<file path="config.mk">
export PLATFORM = sky130hd
export DESIGN_NAME = compare_window_stats
export DESIGN_NICKNAME = d
export VERILOG_FILES = /design/src/rtl/cmp_defs.sv /design/src/rtl/onehot3_check.sv /design/src/rtl/compare_window_stats.sv
export SDC_FILE = /design/constraint.sdc
export NUM_CORES = 1
export LEC_CHECK = 0
export CORE_MARGIN = 1.5
export CORE_UTILIZATION = 52
export CTS_CLUSTER_DIAMETER = 80
export DETAILED_ROUTE_END_ITERATION = 8
export PLACE_DENSITY = 0.95
export SKIP_LAST_GASP = 1
export SYNTH_ARGS = -nofsm -noshare
export SYNTH_HDL_FRONTEND = slang
export SYNTH_SLANG_ARGS = --single-unit
</file>
<file path="constraint.sdc">
create_clock -name clk -period 3.1 [get_ports clk]
set_clock_uncertainty 0.15 [all_clocks]
set_input_delay 0.465 -clock clk [delete_from_list [all_inputs] [get_ports clk]]
set_output_delay 0.465 -clock clk [all_outputs]
set_load 0.01 [all_outputs]
</file>
<file path="src/rtl/cmp_defs.sv">
// Shared definitions for the magnitude comparator and its stats consumer.
package cmp_defs;
  localparam int DEF_DATA_WIDTH = 4;

  typedef enum logic [1:0] {
    IDLE = 2'd0,
    RUN  = 2'd1,
    DONE = 2'd2
  } state_t;

  typedef enum logic [1:0] {
    IDX_GT = 2'd0,
    IDX_EQ = 2'd1,
    IDX_LT = 2'd2
  } flag_idx_t;
endpackage

</file>
<file path="src/rtl/onehot3_check.sv">
// Purpose: classify the comparator flag triple as one-hot or not and name the set flag.
// Latency: combinational.
// Backpressure: none, pure decode.
module onehot3_check
  import cmp_defs::*;
(
  input  logic      gt,
  input  logic      eq,
  input  logic      lt,
  output logic      valid_onehot,
  output flag_idx_t idx
);

  always_comb begin
    valid_onehot = 1'b0;
    idx          = IDX_GT;
    case ({gt, eq, lt})
      3'b100: begin valid_onehot = 1'b1; idx = IDX_GT; end
      3'b010: begin valid_onehot = 1'b1; idx = IDX_EQ; end
      3'b001: begin valid_onehot = 1'b1; idx = IDX_LT; end
      default: ;
    endcase
  end

endmodule

</file>
<file path="src/rtl/compare_window_stats.sv">
// Purpose: count gt/eq/lt outcomes and the max winning operand over WINDOW accepted samples.
// Latency: results update one cycle after each accept; done the cycle after the last accept.
// Backpressure: in_ready only in RUN; results held in DONE until ack, then until next start.
module compare_window_stats
  import cmp_defs::*;
#(
  parameter int DATA_WIDTH = DEF_DATA_WIDTH,
  parameter int WINDOW     = 8,
  parameter int CNT_WIDTH  = $clog2(WINDOW) + 1
) (
  input  logic                  clk,
  input  logic                  rst,
  input  logic                  start,
  input  logic                  in_valid,
  output logic                  in_ready,
  input  logic [DATA_WIDTH-1:0] a_in,
  input  logic [DATA_WIDTH-1:0] b_in,
  input  logic                  a_in_g_b_in,
  input  logic                  a_in_e_b_in,
  input  logic                  a_in_l_b_in,
  output logic [CNT_WIDTH-1:0]  gt_count,
  output logic [CNT_WIDTH-1:0]  eq_count,
  output logic [CNT_WIDTH-1:0]  lt_count,
  output logic [DATA_WIDTH-1:0] max_val,
  output logic                  flag_err,
  output logic                  done,
  input  logic                  ack
);

  state_t                state;
  logic [CNT_WIDTH-1:0]  sample_cnt;
  logic                  valid_onehot;
  flag_idx_t             idx;
  logic [DATA_WIDTH-1:0] winner;
  logic                  accept;
  logic                  last_sample;

  onehot3_check u_onehot (
    .gt           (a_in_g_b_in),
    .eq           (a_in_e_b_in),
    .lt           (a_in_l_b_in),
    .valid_onehot (valid_onehot),
    .idx          (idx)
  );

  assign in_ready    = (state == RUN);
  assign accept      = in_valid && in_ready;
  // Eq samples pick b_in; a_in == b_in there, so the choice only matters for lt.
  assign winner      = (idx == IDX_GT) ? a_in : b_in;
  assign last_sample = (sample_cnt == CNT_WIDTH'(WINDOW - 1));

  always_ff @(posedge clk or posedge rst) begin
    if (rst) begin
      state      <= IDLE;
      sample_cnt <= '0;
      gt_count   <= '0;
      eq_count   <= '0;
      lt_count   <= '0;
      max_val    <= '0;
      flag_err   <= 1'b0;
      done       <= 1'b0;
    end else begin
      case (state)
        IDLE: begin
          if (start) begin
            state      <= RUN;
            sample_cnt <= '0;
            gt_count   <= '0;
            eq_count   <= '0;
            lt_count   <= '0;
            max_val    <= '0;
            flag_err   <= 1'b0;
          end
        end
        RUN: begin
          if (accept) begin
            sample_cnt <= sample_cnt + CNT_WIDTH'(1);
            if (valid_onehot) begin
              case (idx)
                IDX_GT:  gt_count <= gt_count + CNT_WIDTH'(1);
                IDX_EQ:  eq_count <= eq_count + CNT_WIDTH'(1);
                default: lt_count <= lt_count + CNT_WIDTH'(1);
              endcase
              if (winner > max_val) max_val <= winner;
            end else begin
              flag_err <= 1'b1;
            end
            if (last_sample) begin
              state <= DONE;
              done  <= 1'b1;
            end
          end
        end
        DONE: begin
          if (ack) begin
            state <= IDLE;
            done  <= 1'b0;
          end
        end
        default: begin
          state <= IDLE;
          done  <= 1'b0;
        end
      endcase
    end
  end

endmodule

</file>
==> results of run 1 <==
-- logic make-up after synthesis --
| family | count (synthesis) | share of synthesized area |
|---|---|---|
| AO/OA/AOI/OAI | 26 | 0.127 |
| XOR/XNOR | 9 | 0.0572 |
| adder cells (fa/ha/maj) | 8 | 0.0726 |
| buffers and inverters | 17 | 0.0490 |
| flip-flops | 24 | 0.436 |
| multiplexers | 6 | 0.0472 |
| AND/OR/NAND/NOR | 55 | 0.211 |
-- registers in the layout, indices dropped and copies added (netlist names) --
register	count
state	2
eq_count	4
gt_count	4
done	1
sample_cnt	4
flag_err	1
lt_count	4
max_val	4
-- how the worst min path moves through the flow --
stage                          endpoint  cells past startpoint
after floorplan           sample_cnt[1]                      2
final                          flag_err                      2
after global routing      sample_cnt[1]                      2
after CTS                 sample_cnt[1]                      2
after global placement    sample_cnt[1]                      2
after detailed placement  sample_cnt[1]                      2
-- where the power goes --
group | total (mW) | switching, mW | internal, mW
combinational | 0.648 | 0.311 | 0.336
clock | 0.138 | 0.0923 | 0.0455
sequential | 0.533 | 0.110 | 0.423
-- routing by layer --
layer,vias up,share of wire,track usage
met1,596,0.43,0.308
met5,-,0,0
met4,0,0.017,0.133
met2,48,0.51,0.396
li1,584,-,-
met3,8,0.045,0.0355
-- tightest hold or removal path, cell delays in order, from the launching register on --
cell and delay [ps]:
dfrtp_1 370, a21oi_1 50, nor2_1 80
-- area by class of cell --
class,count,area share
multi-input cells,104,0.397
flip-flops and latches,24,0.335
repair buffers,39,0.211
inverters,11,0.0231
well taps,30,0.0210
clock buffers,3,0.0126
-- placed cells by master (no fill, tap or decap), types with 2 or more instances in the layout --
cell	synthesis	final
clkdlybuf4s50_1	0	34
dfrtp_1	24	24
nor2_1	14	14
inv_1	11	11
nand2_1	11	11
ha_1	8	8
xnor2_1	7	7
o22ai_1	6	6
nand3_1	6	6
o21ai_0	5	5
buf_4	0	5
a21oi_1	4	4
mux2i_1	4	4
nor3_1	3	3
and3_1	3	3
and2_1	3	3
nor4_1	3	3
clkbuf_4	0	3
or3b_2	2	2
a31o_2	2	2
nor4b_1	2	2
xor2_1	2	2
nand2b_1	2	2
o21a_1	2	2
o31ai_1	2	2
-- through the flow --
step,setup WS [ps],total power [mW],hold WS (ps),instances
after CTS,308,1.31,377,211
after floorplan,351,0.874,307,145
final,270,1.32,374,211
after global placement,67.7,1.14,326,208
after global routing,83.9,1.41,409,211
after detailed placement,13.8,1.18,348,208
==> reports/results.txt, run 1 <==
hold path start - flag_err
Synth area leaders - dfrtp_1 44%, ha_1 7.3%, xnor2_1 4.4%, nor2_1 3.8%, inv_1 3.0%
Starting Density - 0.552
Critical Path AT - 2910 ps
Final Instance Area - 1790 sq um
worst path bufs/invs - 3
clock buffer depth - 2
vias in the first global route - 1186
fin util - 0.716
Die Height - 54.5 um
Avg WL per Cell - 15.3 um
HPWL Detailed - 2350 um
CORE AREA - 2500 sq um
Worst-Margin Slew - 905 ps
DIE AREA - 2970 sq um
Clock transition at path regs - 130 ps
Max FO, Critical Path - 4
multi-input logic area - 711 sq um
Period minus WS final - 2830 ps
# clock sinks - 24
CP max stage delay - 440 ps
cell accounting for the most synthesized area - dfrtp_1
site row count - 18
antenna fix cells - 0
r2r startpoint - state[1]
number of CTS-inserted buffers - 3
first-pass GRT wire length - 5130 um
Worst VDD drop - 0.604 mV
status - completed
initial antenna violation count - 0
first-pass iteration count of the detailed router - 5
Mapped Avg Cell Area - 9.51 sq um
final setup vio count - 0
Top delay family on crit path - buffers and inverters
TNS Setup - 0 ps
RD Place Congestion - 0.751
cts repair resizes - 0
Post-Syn Nets - 169
Max Clock Freq - 353 MHz
stages on the worst setup path - 11
Final Hold Viols - 0
I/O pin total - 35
largest net degree at the start of global routing - 25
area grow syn2layout - 29.9%
fin. max-slew vios - 0
Unique masters post-synth - 39
Final #Nets - 207
Routed WL - 3230 um
most frequent cell after synthesis - dfrtp_1
clock latency at the later pin of the worst-skew pair - 310 ps
Post-synth EDFFs - 0
Yosys reg bits - 24
Setup Fix Bufs, Post-CTS - 0
Remaining DRCs - 0
register area - 601 sq um
DRT iter0 DRCs - 28
Worst R2R Setup Slack - 950 ps
TritonCTS clock tree - done
gr usage total - 0.243
Worst Setup EP - max_val[3]
vias per inst - 5.86
reg2reg path depth - 6
sequential area share after synthesis - 0.436
CP max-delay cell - clkdlybuf4s50_1
Die Span X - 54.5 um
Power Density - 736 nW/um^2
cells after synthesis - 145
Pleak - 0.796 nW
Fill cells - 180
H-tree lvl count - 1
layout cells sized above 1 - 0.0773
Routed Antenna Nets - 0
via count - 1236
Post-CTS Hold Buffers - 0
CP Launch Type - input pin
input/output buffers - 34
top_reg_cell synth - dfrtp_1
Placed Area - 1770 sq um
kind of critical path - in -> reg
Slew headroom - 0.396
Critical R2R Capture - gt_count[3]
RSZ-0062 raised after global routing - no
Post-Syn Area - 1380 sq um
Crit. Startpoint - a_in_e_b_in
Worst EP required - 3180 ps
period utilisation layout - 0.913
CTS root buffer - clkbuf_4
synth cell count leaders - 24 x dfrtp_1, 14 x nor2_1, 11 x inv_1, 11 x nand2_1, 8 x ha_1
Async SR Flop Fraction - 1.00
max-cap violation count - 0
top-area cell type share of the netlist area - 0.436
number of synthesis warnings - 0
worst path cell trace - clkdlybuf4s50_1 -> xnor2_1 -> nor2_1 -> buf_4 -> mux2i_1 -> inv_1 -> ha_1 -> and4_1 -> nor4_1 -> o2111ai_1 -> o22ai_1
CP Capture Type - flip-flop
HP Class - reg -> reg
Overflow after GRT - 0
Note: power is estimated with default switching activity, not from simulation.
==> run 2: changes to the inputs <==
Settings changed: GPL_TIMING_DRIVEN set to 0.
==> run 2 against run 1 <==
Core utilization down 1.2 points. Count of clock-buffer cells in the layout stayed put. Wire length shrank 0.25%. Combinational power up 0.8%. Global-route usage hardly changed. Sequential share of layout area grew 0.55 points. Sequential power about the same. Register-to-register slack gained 100 ps. Largest cell class unchanged. Highest routed layer unchanged.
==> reports/results.txt, run 2 (synthesis gave the netlist of run 1 again) <==
antenna fix cells - 0 (unchanged)
CORE AREA - 2500 sq um (unchanged)
via count - 1219 (was 1236)
Critical Path AT - 2910 ps (about the same)
clock latency at the later pin of the worst-skew pair - 310 ps (about the same)
RSZ-0062 raised after global routing - no (unchanged)
number of CTS-inserted buffers - 3 (unchanged)
Max FO, Critical Path - 7 (was 4)
Remaining DRCs - 0 (unchanged)
register area - 601 sq um (unchanged)
CTS root buffer - clkbuf_4 (unchanged)
Final #Nets - 206 (was 207)
Pleak - 0.778 nW (was 0.796 nW)
TritonCTS clock tree - done (unchanged)
Post-CTS Hold Buffers - 0 (unchanged)
status - completed (unchanged)
r2r startpoint - state[0] (was state[1])
gr usage total - 0.243 (about the same)
first-pass iteration count of the detailed router - 4 (was 5)
multi-input logic area - 713 sq um (was 711 sq um)
Critical R2R Capture - gt_count[3] (unchanged)
final setup vio count - 0 (unchanged)
Clock transition at path regs - 120 ps (was 130 ps)
Final Instance Area - 1760 sq um (was 1790 sq um)
Avg WL per Cell - 15.4 um (was 15.3 um)
I/O pin total - 35 (unchanged)
input/output buffers - 32 (was 34)
Worst EP required - 3140 ps (was 3180 ps)
largest net degree at the start of global routing - 25 (unchanged)
CP Launch Type - input pin (unchanged)
Slew headroom - 0.412 (was 0.396)
Worst R2R Setup Slack - 1050 ps (was 950 ps)
Die Span X - 54.5 um (unchanged)
DRT iter0 DRCs - 53 (was 28)
Routed Antenna Nets - 0 (unchanged)
layout cells sized above 1 - 0.0722 (was 0.0773)
CP Capture Type - flip-flop (unchanged)
Power Density - 751 nW/um^2 (was 736 nW/um^2)
HP Class - reg -> reg (unchanged)
area grow syn2layout - 27.8% (was 29.9%)
cts repair resizes - 0 (unchanged)
clock buffer depth - 2 (unchanged)
worst path bufs/invs - 2 (was 3)
hold path start - sample_cnt[1] (was flag_err)
Overflow after GRT - 0 (unchanged)
Final Hold Viols - 0 (unchanged)
Max Clock Freq - 348 MHz (was 353 MHz)
most frequent cells in the layout - 32 x clkdlybuf4s50_1, 24 x dfrtp_1, 13 x nor2_1, 11 x inv_1, 11 x nand2_1 (was 34 x clkdlybuf4s50_1, 24 x dfrtp_1, 14 x nor2_1, 11 x inv_1, 11 x nand2_1)
CP max-delay cell - clkdlybuf4s50_1 (unchanged)
# clock sinks - 24 (unchanged)
period utilisation layout - 0.928 (was 0.913)
kind of critical path - in -> reg (unchanged)
DIE AREA - 2970 sq um (unchanged)
Worst VDD drop - 0.522 mV (was 0.604 mV)
Period minus WS final - 2880 ps (was 2830 ps)
vias per inst - 5.80 (was 5.86)
initial antenna violation count - 0 (unchanged)
Setup Fix Bufs, Post-CTS - 0 (unchanged)
Worst-Margin Slew - 881 ps (was 905 ps)
Die Height - 54.5 um (unchanged)
vias in the first global route - 1182 (was 1186)
fin. max-slew vios - 0 (unchanged)
fin util - 0.705 (was 0.716)
Placed Area - 1740 sq um (was 1770 sq um)
worst path cell trace - clkdlybuf4s50_1 -> nor2_2 -> mux2i_1 -> inv_1 -> ha_1 -> and4_1 -> o41ai_1 -> o311a_1 -> o22ai_1 (was clkdlybuf4s50_1 -> xnor2_1 -> nor2_1 -> buf_4 -> mux2i_1 -> inv_1 -> ha_1 -> and4_1 -> nor4_1 -> o2111ai_1 -> o22ai_1)
HPWL Detailed - 2440 um (was 2350 um)
WHS Endpoint - sample_cnt[1] (was flag_err)
Starting Density - 0.552 (unchanged)
Routed WL - 3230 um (about the same)
WHS Path Cells - 2 (unchanged)
RD Place Congestion - 0.811 (was 0.751)
most common cell after layout, fill and taps aside - clkdlybuf4s50_1 (unchanged)
Fill cells - 191 (was 180)
first-pass GRT wire length - 5160 um (was 5130 um)
site row count - 18 (unchanged)
Top delay family on crit path - compound AO/OA/AOI/OAI gates (was buffers and inverters)
reg2reg path depth - 5 (was 6)
H-tree lvl count - 1 (unchanged)
max-cap violation count - 0 (unchanged)
CP max stage delay - 520 ps (was 440 ps)
-- run 2: worst max path at each step --
stage | cells after the start | start | endpoint | slack (ps)
floorplan | 10 | a_in_e_b_in | max_val[0] | 350
CTS | 9 | a_in_g_b_in | max_val[0] | 110
global placement | 9 | a_in_g_b_in | max_val[2] | -130
finish | 9 | a_in_g_b_in | max_val[1] | 220
detailed placement | 9 | a_in_g_b_in | max_val[0] | -220
global route | 9 | a_in_g_b_in | max_val[0] | 90
-- run 2: cell type report --
cell class              instances  share of cell area
multi-input cells             104               0.405
flip-flops and latches         24               0.341
plain buffers                   6              0.0149
clock buffers                   3              0.0128
inverters                      11              0.0234
well taps                      30              0.0213
repair buffers                 32               0.182
-- run 2: worst min-delay path, cell delays in order, from the launching register on --
cell     delay (ps)
dfrtp_1         400
nand2_1          60
nand2_1          50
-- run 2: layer usage --
| metal | GRT usage | vias to the layer above | part of all wire |
|---|---|---|---|
| met5 | 0 | - | 0 |
| met4 | 0.0792 | 0 | 0.011 |
| met3 | 0.0273 | 6 | 0.048 |
| met2 | 0.430 | 38 | 0.52 |
| met1 | 0.307 | 587 | 0.42 |
| li1 | - | 588 | - |
-- run 2: report_power, final --
group,internal [mW],switching [mW],total [mW]
Combinational,0.332,0.321,0.653
Clock,0.0455,0.0912,0.137
Sequential,0.423,0.110,0.533
Total,0.800,0.522,1.32
-- run 2: per-stage QoR --
| step | power [mW] | setup slack [ps] | instances | hold WS, ps | setup TNS, ps |
|---|---|---|---|---|---|
| after floorplan | 0.874 | 351 | 145 | 307 | 0 |
| after global placement | 1.13 | -126 | 207 | 323 | -483 |
| after detailed placement | 1.18 | -224 | 207 | 353 | -881 |
| after CTS | 1.32 | 105 | 210 | 381 | 0 |
| after global routing | 1.42 | 88.8 | 210 | 401 | 0 |
| final | 1.32 | 225 | 210 | 386 | 0 |
==> run 3: changes to the inputs <==
Settings changed: MAX_ROUTING_LAYER set to met4.
==> run 3 against run 2 <==
Sequential cell count unchanged. Core utilization unchanged. Global-route usage rose by 0.70 points. Sequential power hardly changed. Final cell count is the same. Largest cell class unchanged. Count of clock-buffer cells in the layout stayed put.
==> reports/results.txt, run 3 (synthesis gave the netlist of run 1 again) <==
input/output buffers - 32 (unchanged)
most frequent cells in the layout - 32 x clkdlybuf4s50_1, 24 x dfrtp_1, 13 x nor2_1, 11 x inv_1, 11 x nand2_1 (unchanged)
Placed Area - 1740 sq um (unchanged)
Setup Fix Bufs, Post-CTS - 0 (unchanged)
max-cap violation count - 0 (unchanged)
Worst VDD drop - 0.524 mV (was 0.522 mV)
HPWL Detailed - 2440 um (unchanged)
Max Clock Freq - 348 MHz (about the same)
Avg WL per Cell - 15.4 um (about the same)
Clock transition at path regs - 120 ps (about the same)
Worst R2R Setup Slack - 1060 ps (was 1050 ps)
vias per inst - 5.81 (was 5.80)
I/O pin total - 35 (unchanged)
DIE AREA - 2970 sq um (unchanged)
layout cells sized above 1 - 0.0722 (unchanged)
Critical R2R Capture - gt_count[3] (unchanged)
number of CTS-inserted buffers - 3 (unchanged)
Worst EP required - 3140 ps (about the same)
Max FO, Critical Path - 7 (unchanged)
clock latency at the later pin of the worst-skew pair - 310 ps (about the same)
first-pass GRT wire length - 5170 um (was 5160 um)
via count - 1221 (was 1219)
# clock sinks - 24 (unchanged)
area grow syn2layout - 27.8% (unchanged)
HP Class - reg -> reg (unchanged)
TritonCTS clock tree - done (unchanged)
final setup vio count - 0 (unchanged)
Overflow after GRT - 0 (unchanged)
Routed WL - 3230 um (about the same)
Pleak - 0.778 nW (unchanged)
Critical Path AT - 2910 ps (about the same)
M1 WL - 1350 um (was 1340 um)
largest net degree at the start of global routing - 25 (unchanged)
CP max-delay cell - clkdlybuf4s50_1 (unchanged)
met2 WL post-DR - 1690 um (about the same)
Die Height - 54.5 um (unchanged)
first-pass iteration count of the detailed router - 4 (unchanged)
WHS Path Cells - 2 (unchanged)
antenna fix cells - 0 (unchanged)
Final Non-Filler Cells - 210 (unchanged)
Period minus WS final - 2870 ps (was 2880 ps)
reg2reg path depth - 5 (unchanged)
RSZ-0062 raised after global routing - no (unchanged)
Power Density - 751 nW/um^2 (about the same)
CORE AREA - 2500 sq um (unchanged)
clock buffer depth - 2 (unchanged)
period utilisation layout - 0.927 (was 0.928)
worst path cell trace - clkdlybuf4s50_1 -> nor2_2 -> mux2i_1 -> inv_1 -> ha_1 -> and4_1 -> o41ai_1 -> o311a_1 -> o22ai_1 (unchanged)
Remaining DRCs - 0 (unchanged)
gr usage total - 0.250 (was 0.243)
H-tree lvl count - 1 (unchanged)
Final Instance Area - 1760 sq um (unchanged)
CP Launch Type - input pin (unchanged)
placed insts - 207 (unchanged)
worst path bufs/invs - 2 (unchanged)
Top delay family on crit path - compound AO/OA/AOI/OAI gates (unchanged)
fin util - 0.705 (unchanged)
status - completed (unchanged)
CP Capture Type - flip-flop (unchanged)
hold path start - sample_cnt[1] (unchanged)
Final Hold Viols - 0 (unchanged)
Final #Nets - 206 (unchanged)
CTS root buffer - clkbuf_4 (unchanged)
fin. max-slew vios - 0 (unchanged)
kind of critical path - in -> reg (unchanged)
Die Span X - 54.5 um (unchanged)
Slew headroom - 0.413 (was 0.412)
Highest Signal Layer - met4 (unchanged)
Routed Antenna Nets - 0 (unchanged)
most common cell after layout, fill and taps aside - clkdlybuf4s50_1 (unchanged)
RD Place Congestion - 0.823 (was 0.811)
vias in the first global route - 1184 (was 1182)
CP max stage delay - 520 ps (about the same)
site row count - 18 (unchanged)
met3 wire length - 154 um (was 155 um)
Worst-Margin Slew - 879 ps (was 881 ps)
Starting Density - 0.552 (unchanged)
initial antenna violation count - 0 (unchanged)
WHS Endpoint - sample_cnt[1] (unchanged)
DRT iter0 DRCs - 53 (unchanged)
r2r startpoint - state[0] (unchanged)
## run 3: cell counts in the layout (fill, tap and decap cells not counted)
Identical to the previous run, type by type.
## run 3: how the worst max path moves through the flow
stage                 endpoint        start  cells after the start  slack [ps]
floorplan           max_val[0]  a_in_e_b_in                     10         350
global placement    max_val[2]  a_in_g_b_in                      9        -130
detailed placement  max_val[0]  a_in_g_b_in                      9        -220
CTS                 max_val[0]  a_in_g_b_in                      9         110
global route        max_val[0]  a_in_g_b_in                      9          90
finish              max_val[1]  a_in_g_b_in                      9         230
## run 3: layout make-up
cell class,instances,area (sq um)
buffer,6,26.3
clock buffer,3,22.5
inverter,11,41.3
timing repair buffer,32,320
sequential,24,601
tap,30,37.5
fill,191,738
multi-input combinational,104,713
## run 3: routing by layer
layer | track usage | up-vias
li1 | - | 588
met1 | 0.307 | 587
met2 | 0.430 | 40
met3 | 0.0273 | 6
met4 | 0.0792 | 0
met5 | - | -
## run 3: power by group
part | leakage (nW) | switching, mW | total (mW) | internal [mW]
logic | 0.456 | 0.321 | 0.653 | 0.332
clock network | 0.0138 | 0.0920 | 0.138 | 0.0455
registers | 0.308 | 0.110 | 0.533 | 0.423
total | 0.778 | 0.523 | 1.32 | 0.800
## run 3: through the flow
step	TNS (ps)	total power, mW	setup slack [ps]	hold slack, ps
after floorplan	0	0.874	351	307
after global placement	-483	1.13	-126	323
after detailed placement	-881	1.18	-224	353
after CTS	0	1.32	105	381
after global routing	0	1.42	88.8	401
final	0	1.32	226	386
## run 3: repair_timing
action,in CTS,in global routing
hold buffers,0,0
gates resized for setup,0,1
endpoints found under the setup margin,0,3
## run 3: tightest hold or removal path, stage by stage (launching register included)
cell	delay [ps]
dfrtp_1	400
nand2_1	60
nand2_1	50
